`src/rtl/packet_serializer_bch_pkg.sv`:
```
// Shared constants, types and the BCH step function for the HDMI data-island packet path.
package hdmi_packet_pkg;
  localparam int HEADER_BITS   = 24;
  localparam int SUB_BITS      = 56;
  localparam int ECC_BITS      = 8;
  localparam int PACKET_PIXELS = 32;
  localparam int MAX_SUB       = 4;

  typedef struct packed {
    logic [HEADER_BITS-1:0]           header;
    logic [MAX_SUB-1:0][SUB_BITS-1:0] sub;
  } packet_t;

  typedef enum logic [1:0] {
    ST_EMPTY,
    ST_LOADED,
    ST_SENDING,
    ST_SENDING_NULL
  } ser_state_t;

  // One LSB-first step of the reflected BCH parity register.
  function automatic logic [ECC_BITS-1:0] bch_next_ecc(
    input logic [ECC_BITS-1:0] ecc,
    input logic                data_bit,
    input logic [ECC_BITS-1:0] poly
  );
    return (ecc >> 1) ^ ((ecc[0] ^ data_bit) ? poly : '0);
  endfunction
endpackage

```
`src/rtl/packet_serializer_bch_ecc_lane.sv`:
```
// BCH parity register absorbing BITS_PER_CYCLE data bits per enabled cycle, lowest index first.
module bch_ecc_lane
  import hdmi_packet_pkg::*;
#(
  parameter int                  BITS_PER_CYCLE = 1,
  parameter logic [ECC_BITS-1:0] POLY           = 8'h83
) (
  input  logic                      clk,
  input  logic                      i_reset,
  input  logic                      i_clear,
  input  logic                      i_en,
  input  logic [BITS_PER_CYCLE-1:0] i_bits,
  output logic [ECC_BITS-1:0]       o_parity
);
  logic [ECC_BITS-1:0] r_parity;
  logic [ECC_BITS-1:0] w_next;

  always_comb begin
    w_next = r_parity;
    for (int i = 0; i < BITS_PER_CYCLE; i++) begin
      w_next = bch_next_ecc(w_next, i_bits[i], POLY);
    end
  end

  always_ff @(posedge clk) begin
    if (i_reset || i_clear) begin
      r_parity <= '0;
    end else if (i_en) begin
      r_parity <= w_next;
    end
  end

  assign o_parity = r_parity;
endmodule

```
`src/rtl/packet_serializer_bch.sv`:
```
// Data-island packet serializer: one pending slot, one active packet, 32-pixel
// serialisation with on-the-fly BCH parity and null-packet fill on underrun.
module packet_serializer_bch
  import hdmi_packet_pkg::*;
#(
  parameter int                  NUM_SUB  = 4,
  parameter logic [ECC_BITS-1:0] ECC_POLY = 8'h83
) (
  input  logic                              clk_pixel,
  input  logic                              reset,
  input  logic                              data_island_period,
  input  logic                              in_valid,
  output logic                              in_ready,
  input  logic [HEADER_BITS-1:0]            in_header,
  input  logic [NUM_SUB-1:0][SUB_BITS-1:0]  in_sub,
  output logic [2*NUM_SUB:0]                packet_data,
  output logic [4:0]                        counter,
  output logic                              packet_start,
  output logic                              underrun
);
  ser_state_t                       r_state;
  logic [4:0]                       r_counter;
  logic                             r_pend_full;
  logic [HEADER_BITS-1:0]           r_pend_header;
  logic [HEADER_BITS-1:0]           r_act_header;
  logic [NUM_SUB-1:0][SUB_BITS-1:0] r_pend_sub;
  logic [NUM_SUB-1:0][SUB_BITS-1:0] r_act_sub;

  logic                              w_take;
  logic                              w_slot_start;
  logic                              w_slot_end;
  logic                              w_src_on;
  logic [ECC_BITS-1:0]               w_hdr_parity;
  logic [HEADER_BITS+ECC_BITS-1:0]   w_hdr_word;
  logic                              w_hdr_bit;
  logic [NUM_SUB-1:0]                w_even;
  logic [NUM_SUB-1:0]                w_odd;

  assign in_ready     = !r_pend_full && !reset;
  assign w_take       = in_valid && in_ready;
  assign w_slot_start = data_island_period && (r_counter == 5'd0);
  assign w_slot_end   = data_island_period && (r_counter == 5'd31);
  // Source data is visible only while a real packet owns the slot and the island is active.
  assign w_src_on     = data_island_period && (r_state == ST_LOADED || r_state == ST_SENDING);

  always_ff @(posedge clk_pixel) begin
    if (reset) begin
      r_state     <= ST_EMPTY;
      r_counter   <= '0;
      r_pend_full <= 1'b0;
    end else begin
      if (data_island_period) begin
        r_counter <= r_counter + 5'd1;
      end
      if (w_take) begin
        r_pend_full   <= 1'b1;
        r_pend_header <= in_header;
        r_pend_sub    <= in_sub;
      end
      case (r_state)
        ST_EMPTY: begin
          if (w_slot_start) begin
            r_state <= ST_SENDING_NULL;
          end else if (r_pend_full) begin
            r_state      <= ST_LOADED;
            r_act_header <= r_pend_header;
            r_act_sub    <= r_pend_sub;
            r_pend_full  <= 1'b0;
          end
        end
        ST_LOADED: begin
          if (w_slot_start) r_state <= ST_SENDING;
        end
        default: begin
          if (w_slot_end) begin
            if (r_pend_full) begin
              r_state      <= ST_LOADED;
              r_act_header <= r_pend_header;
              r_act_sub    <= r_pend_sub;
              r_pend_full  <= 1'b0;
            end else begin
              r_state <= ST_EMPTY;
            end
          end
        end
      endcase
    end
  end

  assign w_hdr_word = {w_hdr_parity, r_act_header};
  assign w_hdr_bit  = w_src_on & w_hdr_word[r_counter];

  bch_ecc_lane #(
    .BITS_PER_CYCLE(1),
    .POLY          (ECC_POLY)
  ) u_hdr_ecc (
    .clk     (clk_pixel),
    .i_reset (reset),
    .i_clear (w_slot_end),
    .i_en    (data_island_period && (r_counter < 5'd24)),
    .i_bits  (w_hdr_bit),
    .o_parity(w_hdr_parity)
  );

  for (genvar gi = 0; gi < NUM_SUB; gi++) begin : g_sub
    logic [ECC_BITS-1:0]          w_parity;
    logic [SUB_BITS+ECC_BITS-1:0] w_word;

    assign w_word     = {w_parity, r_act_sub[gi]};
    assign w_even[gi] = w_src_on & w_word[{r_counter, 1'b0}];
    assign w_odd[gi]  = w_src_on & w_word[{r_counter, 1'b1}];

    bch_ecc_lane #(
      .BITS_PER_CYCLE(2),
      .POLY          (ECC_POLY)
    ) u_sub_ecc (
      .clk     (clk_pixel),
      .i_reset (reset),
      .i_clear (w_slot_end),
      .i_en    (data_island_period && (r_counter < 5'd28)),
      .i_bits  ({w_odd[gi], w_even[gi]}),
      .o_parity(w_parity)
    );
  end

  assign packet_data  = {w_odd, w_even, w_hdr_bit};
  assign counter      = r_counter;
  assign packet_start = w_slot_start;
  assign underrun     = w_slot_start && (r_state == ST_EMPTY);
endmodule

```
`config.mk`:
```
export PLATFORM = sky130hd
export DESIGN_NAME = packet_serializer_bch
export DESIGN_NICKNAME = d
export VERILOG_FILES = /design/src/rtl/packet_serializer_bch_pkg.sv /design/src/rtl/packet_serializer_bch_ecc_lane.sv /design/src/rtl/packet_serializer_bch.sv
export SDC_FILE = /design/constraint.sdc
export NUM_CORES = 1
export LEC_CHECK = 0
export BUFFER_PORTS_ARGS = -buffer_cell sky130_fd_sc_hd__clkbuf_2
export CORE_MARGIN = 2
export CORE_UTILIZATION = 30
export CTS_CLUSTER_SIZE = 25
export DETAILED_ROUTE_END_ITERATION = 10
export PLACE_DENSITY = 0.45
export SYNTH_ARGS = -nofsm -noshare
export SYNTH_HDL_FRONTEND = slang
export SYNTH_SLANG_ARGS = --single-unit
```
`constraint.sdc`:
```
create_clock -name clk_pixel -period 39.2 [get_ports clk_pixel]
set_input_delay 9.8 -clock clk_pixel [delete_from_list [all_inputs] [get_ports clk_pixel]]
set_output_delay 9.8 -clock clk_pixel [all_outputs]
set_load 0.01 [all_outputs]
```
; ---- After elaboration in Yosys (flattened, before gate mapping)
; Index checks and enable logic that the tools add are counted.
[totals]
reg_bits = 544
rom_bits = 0
wordCells = 124
out_inout_bits = 17
memories = 0
ramBits = 0
inputBits = 252
latch_bits = 0
[classes]
n_addsub = 1
magnitude_cmp = 5
reduce_logical = 19
muxes = 46
mul = 0
shifts = 0
n_bitwise = 29
div_mod_pow = 0
n_eq_ne = 6
[op_table]
columns = cell, count
row1 = $mux W224, 3
row2 = $pmux W224 S2, 1
row3 = $mux W24, 3
row4 = $mux W8, 9
row5 = $xor A7 B8 Y8, 9
row6 = $pmux W24 S2, 1
row7 = $bmux W1 S5, 9
row8 = $lt A6 B7 Y1 const B, 2
row9 = $mux W1, 14
row10 = $lt A5 B5 Y1 const B, 2
row11 = $and A1 B1 Y1, 9
row12 = $xor A1 B1 Y1, 9
row13 = $logic_and A1 B1 Y1, 8
row14 = $mux W2, 4
row15 = $lt A5 B6 Y1 const B, 1
row16 = $add A5 B1 Y5 const B, 1
row17 = $eq A5 B5 Y1 const B, 1
row18 = $logic_not A5 Y1, 1
row19 = $ne A2 B2 Y1 const B, 2
row20 = $pmux W2 S2, 1
row21 = $reduce_and A4 Y1, 1
row22 = $ne A3 B3 Y1 const B, 1
row23 = $reduce_and A3 Y1, 1
row24 = $reduce_bool A3 Y1, 1
row25 = 9 further kinds, 12

; ---- Depth between registers and ports, before layout
; Gate-level depths: netlist of run 1.
[logic_depth]
word_depth = 10
depth_mapped = 11
depth_no_buf = 8

; ---- By module
; Synthesis of run 1 repeated with hierarchy kept, for this count alone.
[hier_totals]
cells_unflattened = 947
hier_area_um2 = 19596.3
[modules_own_cells]
columns = mod, area_per_inst_um2, cells_per_inst, seq_area_each_um2, n_inst
row1 = packet_serializer_bch, 17699.5, 752, 15054.4, 1
row2 = bch_ecc_lane at g_sub[0].u_sub_ecc ..., 381.6, 39, 160.2, 4
row3 = bch_ecc_lane at u_hdr_ecc, 370.4, 39, 160.2, 1

; ---- Least setup slack after synthesis of run 1
; Ideal clock, no wire load.
[synth_path]
path_type = in2reg
start = input port data_island_period
end = register r_act_sub (netlist bit g_sub[0].w_word[0]) (enable)
setup_time_ns = 1.549
n_path_buf = 1
stages = 4
arrival_time_ns = 35.466
required_time_ns = 37.651
setup_slack_ns = 2.185
cell_sequence = buf_1 -> nand4_1 -> nor2_1 -> nor4b_1
[synth_between]
elab_chain_len = 3
elab_cells_between_ends = 5
classes_between = eq/ne: 1 / reduce/logical: 4
[synth_rtl]
columns = item, line
row1 = from (decl), packet_serializer_bch.sv:11  ; input logic data_island_period,
row2 = $logic_and A1 B1 Y1 (on tied branches), "packet_serializer_bch.sv:41, packet_serializer_bch.sv:42"
row3 = $ne A2 B2 Y1 (no source line) / $reduce_bool A2 Y1 (equally long branches), -
row4 = $reduce_and A4 Y1 (no source line) (*), -
row5 = to (signal assigned), packet_serializer_bch.sv:67  ; r_act_sub <= r_pend_sub;
row6 = to (signal assigned), packet_serializer_bch.sv:79  ; r_act_sub <= r_pend_sub;
row7 = to (decl), packet_serializer_bch.sv:27  ; logic [NUM_SUB-1:0][SUB_BITS-1:0] r_act_sub;
; Every way passes the cells marked *; elsewhere a longest branch is shown, timed or not.
; A chain may end at the register's enable or synchronous reset.

; ---- Worst setup path in the final report of run 1
[layout_path]
start = input port data_island_period
end = output port packet_data[4]
[layout_between]
elab_chain_len = 2
[layout_rtl]
columns = item, line
row1 = $logic_and A1 B1 Y1, packet_serializer_bch.sv:44  ; assign w_src_on = data_island_period && (r_state == ST_LOADED || r_state == ST_SENDING);
row2 = $and A1 B1 Y1, packet_serializer_bch.sv:110  ; assign w_even[gi] = w_src_on & w_word[{r_counter, 1'b0}];
row3 = to (decl), packet_serializer_bch.sv:16  ; output logic [2*NUM_SUB:0] packet_data,
; Every way passes these cells.

==> results of run 1 <==
routing by layer:
| metal | GRT usage, % | up-vias | share of wire (%) |
|---|---|---|---|
| li1 | - | 4659 | - |
| met5 | 0 | - | 0 |
| met2 | 23.13 | 226 | 51 |
| met1 | 16.47 | 4992 | 42 |
| met3 | 2.865 | 73 | 5.1 |
| met4 | 4.514 | 0 | 2.6 |
worst max-delay path by stage:
| stage | slack (ns) | depth (start not counted) | end |
|---|---|---|---|
| detailed placement | 17.72 | 5 | packet_data[3] |
| global route | 17.73 | 5 | packet_data[3] |
| floorplan | 2.18 | 4 | g_sub[0].w_word[0]$_DFFE_PP_ |
| CTS | 17.71 | 5 | packet_data[3] |
| global placement | 17.70 | 5 | packet_data[3] |
| finish | 17.78 | 5 | packet_data[4] |
where the power goes:
| group | leakage, nW | switching (mW) | internal (mW) | total [mW] |
|---|---|---|---|---|
| logic | 2.32 | 0.0604 | 0.0409 | 0.101 |
| clock network | 0.917 | 0.232 | 0.306 | 0.537 |
| registers | 4.95 | 0.0133 | 0.672 | 0.685 |
flip-flops by register name, indices dropped and copies added, names as in the netlist:
name	count
g_sub.w_word	224
r_pend_sub	224
g_sub.u_sub_ecc.o_parity	32
r_act_header	24
r_pend_header	24
u_hdr_ecc.o_parity	8
counter	5
r_state	2
r_pend_full	1
placed cells by master, fill, tap and decap left out, types with 7 or more instances in the layout:
cell type / netlist / final
clkbuf_2: 0 / 268
a21oi_1: 41 / 40
clkbuf_1: 11 / 18
inv_1: 13 / 13
nand2_1: 67 / 67
xnor2_1: 14 / 14
o21ai_1: 7 / 7
dfxtp_1: 48 / 45
nand3_1: 8 / 8
clkbuf_16: 0 / 62
a22oi_1: 9 / 9
mux2i_1: 68 / 68
nor2_1: 28 / 28
o22ai_1: 7 / 7
nor4_1: 11 / 11
clkinv_2: 0 / 13
buf_4: 4 / 19
edfxtp_1: 496 / 496
mux4_2: 31 / 31
xor2_1: 7 / 7
o21ai_0: 14 / 14
mux4_1: 13 / 13
metrics by stage:
step                instances  util (%)  setup slack, ns  hold WS [ns]  cell area, µm²
floorplan                1009         -            2.185        0.4003           19890
global placement         2120     33.60            17.70        0.4014           22090
detailed placement       2120     33.60            17.72        0.4045           22090
CTS                      2233     36.47            17.71        0.4152           23980
global route             2234     36.48            17.73        0.4190           23980
finish                   2234     36.48            17.78        0.4121           23980
cell families (layout without fill, tap and decap cells):
| family | count (synthesis) | in the layout | share of synthesized area, % |
|---|---|---|---|
| DFF | 544 | 544 | 79.73 |
| and+or+nand+nor | 144 | 144 | 3.341 |
| AOI/OAI and AO/OA | 124 | 124 | 4.505 |
| muxes | 115 | 115 | 8.821 |
| buffers and inverters | 54 | 414 | 2.196 |
| xor gates and xnor gates | 23 | 23 | 1.089 |
| adders and majority gates | 5 | 5 | 0.3146 |
| other | 0 | 1 | 0 |
cell type report:
class                   instances  area [µm²]
diodes                          1       2.502
clock buffers                  80        1619
clock inverters                33       272.8
fillers                      6142       41760
inverters                      14       52.55
multi-input cells             411        3606
flip-flops and latches        544       15860
well taps                     864        1081
repair buffers                287        1484
worst reg2reg max path: cells and delay by family (launching register included):
kind	cells	cell delay [ns]
buf+inv	5	3.40
simple gates	3	0.83
flops	1	0.48
==> flow_metrics.env, run 1 <==
export IMPL_num_io_pins=269
export IMPL_synth_seq_area_share_pct=79.73
export IMPL_yosysWarnings=0
export IMPL_synth_async_reset_ratio_pct=0
export IMPL_ir_drop_v=0.00003354
export IMPL_clock_fmax_mhz=46.69
export IMPL_floorplan_initialDensity_pct=30.25
export IMPL_synth_avg_cell_area_um2=19.71
export IMPL_rsz0062_at_grt="false"
export IMPL_place_congestion=0.7132
export IMPL_hold_end="r_act_header[4]$_DFFE_PP_"
export IMPL_root_buffer="clkbuf_16"
export IMPL_leakagePower_nw=8.185
export IMPL_ys_ff_latch=544
export IMPL_synth_top_flop_cell="edfxtp_1"
export IMPL_synth_commonest_cells="edfxtp_1, mux2i_1, nand2_1, dfxtp_1, a21oi_1"
export IMPL_clock_path_buffers=3
export IMPL_cp_end_kind="output port"
export IMPL_die_area_mm2=0.06836
export IMPL_worstPathArrival_ns=11.62
export IMPL_hold_buffers=0
export IMPL_dr_pass1_iters=5
export IMPL_drive_gt1_share_pct=31.63
export IMPL_tightest_slew_ns=0.9306
export IMPL_setup_viol=0
export IMPL_yosysUniqueCellTypes=64
export IMPL_grt_pass1_vias=10530
export IMPL_min_path_type="reg2reg"
export IMPL_cts_tree="built"
export IMPL_slowest_stage="nor4_1"
export IMPL_synth_area_leader_cell="edfxtp_1"
export IMPL_hold_depth=0
export IMPL_post_route_period_util_pct=54.63
export IMPL_hold_viol=0
export IMPL_postCtsSetupBuffers=0
export IMPL_netlist_top_cells_area="edfxtp_1, dfxtp_1, mux4_2"
export IMPL_rrSetupSlack_ns=34.08
export IMPL_cpMostUsedCell="clkbuf_2"
export IMPL_coreArea_mm2=0.06575
export IMPL_vias_per_cell=4.454
export IMPL_r2r_end="g_sub[2].w_word[28]$_DFFE_PP_"
export IMPL_dp_hpwl_um=30770
export IMPL_critPathKind="in2out"
export IMPL_chipHeight_um=261.5
export IMPL_wl_um=46170
export IMPL_crit_chain="clkbuf_2 -> nand2_1 -> buf_4 -> nor4_1 -> clkbuf_2"
export IMPL_grt_remaining_overflow=0
export IMPL_nNetsFinal=1576
export IMPL_worst_ep_required_time_ns=29.40
export IMPL_worstHoldStart="r_pend_header[4]$_DFFE_PP_"
export IMPL_reg2reg_from="counter[2]$_SDFFE_PP0P_"
export IMPL_clk_latency_ns=0.63
export IMPL_netlist_area_mm2=0.01989
export IMPL_track_usage_pct=13.33
export IMPL_fp_dieW_um=261.5
export IMPL_drv_slew=0
export IMPL_finalCriticalPeriod_ns=21.42
export IMPL_dr_total_vias=9950
export IMPL_io_buffers=268
export IMPL_area_delta_synth_final_pct=20.60
export IMPL_tns_ns=0
export IMPL_critPathMaxFanout=14
export IMPL_htreeDepth=2
export IMPL_crit_family="simple AND/OR/NAND/NOR gates"
export IMPL_num_rows=94
export IMPL_cts_num_sinks=544
export IMPL_path_buf_inv=3
export IMPL_synth_most_common_cell="edfxtp_1"
export IMPL_status="complete, no violations"
export IMPL_post_synth_top_area_fraction_pct=74.90
export IMPL_power_density_mw_per_mm2=55.20
export IMPL_power_mw=1.324
export IMPL_crit_path_max_incr_delay_ns=0.64
export IMPL_cts_buffers=61
export IMPL_synth_edf_count=496
export IMPL_critPathLaunch="data_island_period"
export IMPL_drt_initial_drc_count=622
export IMPL_ff2ff_path_depth=8
export IMPL_drc=0
export IMPL_skew_ns=0.02651
export IMPL_wl_per_cell_um=20.67
export IMPL_cts_resized=0
export IMPL_clk_pin_slew_ns=0.06
export IMPL_grt_max_degree=73
export IMPL_synth_cells=1009
export IMPL_synth_nets=1266
export IMPL_start_kind="input port"
export IMPL_final_antenna_net_count=0
export IMPL_cap_violations=0
export IMPL_relSlewSlack_pct=37.96
export IMPL_antenna_found_initial=1
export IMPL_grt_pass1_wl_um=66240
No activity file was read; power rests on OpenSTA's default activity.
==> run 2, diff against run 1 <==
Clock period 39.2 ns to 21 ns, I/O delays scaled along.
==> flow_metrics.env, run 2 (synthesis gave the netlist of run 1 again) <==
export IMPL_worstHoldStart="r_pend_header[16]$_DFFE_PP_"
export IMPL_num_antenna_cells=0
export IMPL_start_kind="input port"
export IMPL_p_seq_share_pct=50.7
export IMPL_grt_util_met1_pct=16.59
export IMPL_cts_resized=0
export IMPL_sw_frac_of_total_pct=22.30
export IMPL_critPathKind="in2out"
export IMPL_clk_pin_slew_ns=0.06
export IMPL_root_buffer="clkbuf_16"
export IMPL_postCtsSetupBuffers=0
export IMPL_dr_total_vias=9987
export IMPL_setup_viol=0
export IMPL_area_delta_synth_final_pct=21.05
export IMPL_clock_path_buffers=3
export IMPL_grt_pass1_wl_um=66470
export IMPL_drv_slew=0
export IMPL_ff2ff_path_depth=10
export IMPL_rsz0062_at_grt="false"
export IMPL_cts_num_sinks=544
export IMPL_place_congestion=0.7227
export IMPL_hold_viol=0
export IMPL_die_area_mm2=0.06836
export IMPL_num_rows=94
export IMPL_htreeDepth=2
export IMPL_track_usage_pct=13.33
export IMPL_leakagePower_nw=8.220
export IMPL_hold_buffers=0
export IMPL_final_common_cell="edfxtp_1"
export IMPL_r2r_end="g_sub[0].w_word[47]$_DFFE_PP_"
export IMPL_min_path_type="reg2reg"
export IMPL_status="complete, no violations"
export IMPL_vias_per_cell=4.493
export IMPL_hold_end="r_act_header[16]$_DFFE_PP_"
export IMPL_p_int_mw=1.961
export IMPL_finalCriticalPeriod_ns=12.02
export IMPL_antenna_found_initial=0
export IMPL_worst_ep_required_time_ns=15.75
export IMPL_clk_latency_ns=0.64
export IMPL_post_route_period_util_pct=57.26
export IMPL_cpMostUsedCell="clkbuf_2"
export IMPL_grt_remaining_overflow=0
export IMPL_crit_path_max_incr_delay_ns=0.36
export IMPL_chipHeight_um=261.5
export IMPL_tightest_slew_ns=1.089
export IMPL_grt_max_degree=173
export IMPL_fillers=6126
export IMPL_cts_tree="built"
export IMPL_wl_per_cell_um=20.57
export IMPL_drive_gt1_share_pct=31.35
export IMPL_drt_initial_drc_count=717
export IMPL_fp_dieW_um=261.5
export IMPL_relSlewSlack_pct=27.42
export IMPL_final_cell_mix="edfxtp_1, clkbuf_2, mux2i_1"
export IMPL_final_util_pct=36.61
export IMPL_cap_violations=0
export IMPL_clock_fmax_mhz=83.16
export IMPL_nNetsFinal=1570
export IMPL_crit_chain="clkbuf_2 -> nand2_1 -> buf_4 -> nor4_1 -> clkbuf_2"
export IMPL_ir_drop_v=0.00005966
export IMPL_cts_buffers=60
export IMPL_reg2reg_from="counter[1]$_SDFFE_PP0P_"
export IMPL_io_buffers=268
export IMPL_grtUsageMet2_pct=23.12
export IMPL_grt_pass1_vias=10550
export IMPL_hold_depth=0
export IMPL_coreArea_mm2=0.06575
export IMPL_power_mw=2.523
export IMPL_p_clk_share_pct=41.9
export IMPL_slowest_stage="nand2_1"
export IMPL_switchingPower_uw=562.6
export IMPL_grt_busiest_layer="met2"
export IMPL_final_antenna_net_count=0
export IMPL_power_density_mw_per_mm2=104.8
export IMPL_drc=0
export IMPL_tns_ns=0
export IMPL_floorplan_initialDensity_pct=30.25
export IMPL_place_ws_ns=8.955
export IMPL_critPathMaxFanout=13
export IMPL_dr_pass1_iters=5
export IMPL_finalWorstSetupSlack_ns=8.975
export IMPL_num_io_pins=269
export IMPL_dp_hpwl_um=30340
export IMPL_wl_um=45730
export IMPL_grt_met3_usage_pct=2.778
export IMPL_power_frac_comb_pct=7.4
export IMPL_skew_ns=0.04487
export IMPL_cp_end_kind="output port"
export IMPL_rrSetupSlack_ns=16.05
export IMPL_worstPathArrival_ns=6.77
==> run 2: cell count changes in the layout (fill, tap and decap cells not counted), moves of 3 or more <==
cell | before | now
clkbuf_1 | 18 | 10
buf_4 | 19 | 13
bufinv_16 | 2 | 8
clkinv_1 | 6 | 11
clkinv_2 | 13 | 9
clkinvlp_4 | 5 | 2
==> run 2: critical path: cells and delay by family <==
family                 cells  cell delay [ns]
and+or+nand+nor            2             0.68
buffers and inverters      3             0.83
==> run 2: worst max-delay path by stage <==
stage	start	end	slack, ns	cells after the start
floorplan	data_island_period	g_sub[0].w_word[0]$_DFFE_PP_	0.98	4
global placement	data_island_period	packet_data[3]	9.02	5
detailed placement	data_island_period	packet_data[1]	8.95	5
CTS	data_island_period	packet_data[1]	8.94	5
global route	data_island_period	packet_data[1]	8.75	5
finish	data_island_period	packet_data[1]	8.98	5
==> run 2: layout make-up <==
type                       count  area [µm²]  share of cell area (%)
tap                          864        1081                   4.491
timing repair buffer         282        1459                   6.061
inverter                      14       52.55                  0.2183
clock buffer                  71        1564                   6.497
multi-input combinational    411        3615                   15.02
clock inverter                37       436.7                   1.814
sequential                   544       15860                   65.90
==> run 2: power by group through the flow <==
stage	sequential [mW]	clock, mW	combinational (mW)
2_1_floorplan	1.31	0	0.127
3_3_place_gp	1.30	0	0.192
3_5_place_dp	1.30	0	0.194
4_1_cts	1.28	1.10	0.195
5_1_grt	1.29	1.14	0.208
6_report	1.28	1.06	0.187
==> run 2: per-layer routing <==
layer | vias up | part of all wire [%]
met5 | - | 0
met4 | 0 | 2.5
met3 | 82 | 5.0
met2 | 252 | 50
met1 | 5015 | 42
li1 | 4638 | -
==> run 2: per-stage QoR <==
step,instances,area (µm²),hold slack (ns)
6_report,2223,24070,0.4157
5_1_grt,2223,24070,0.4196
4_1_cts,2223,24070,0.4154
3_5_place_dp,2115,22070,0.4045
3_3_place_gp,2115,22070,0.4002
2_1_floorplan,1009,19890,0.4003
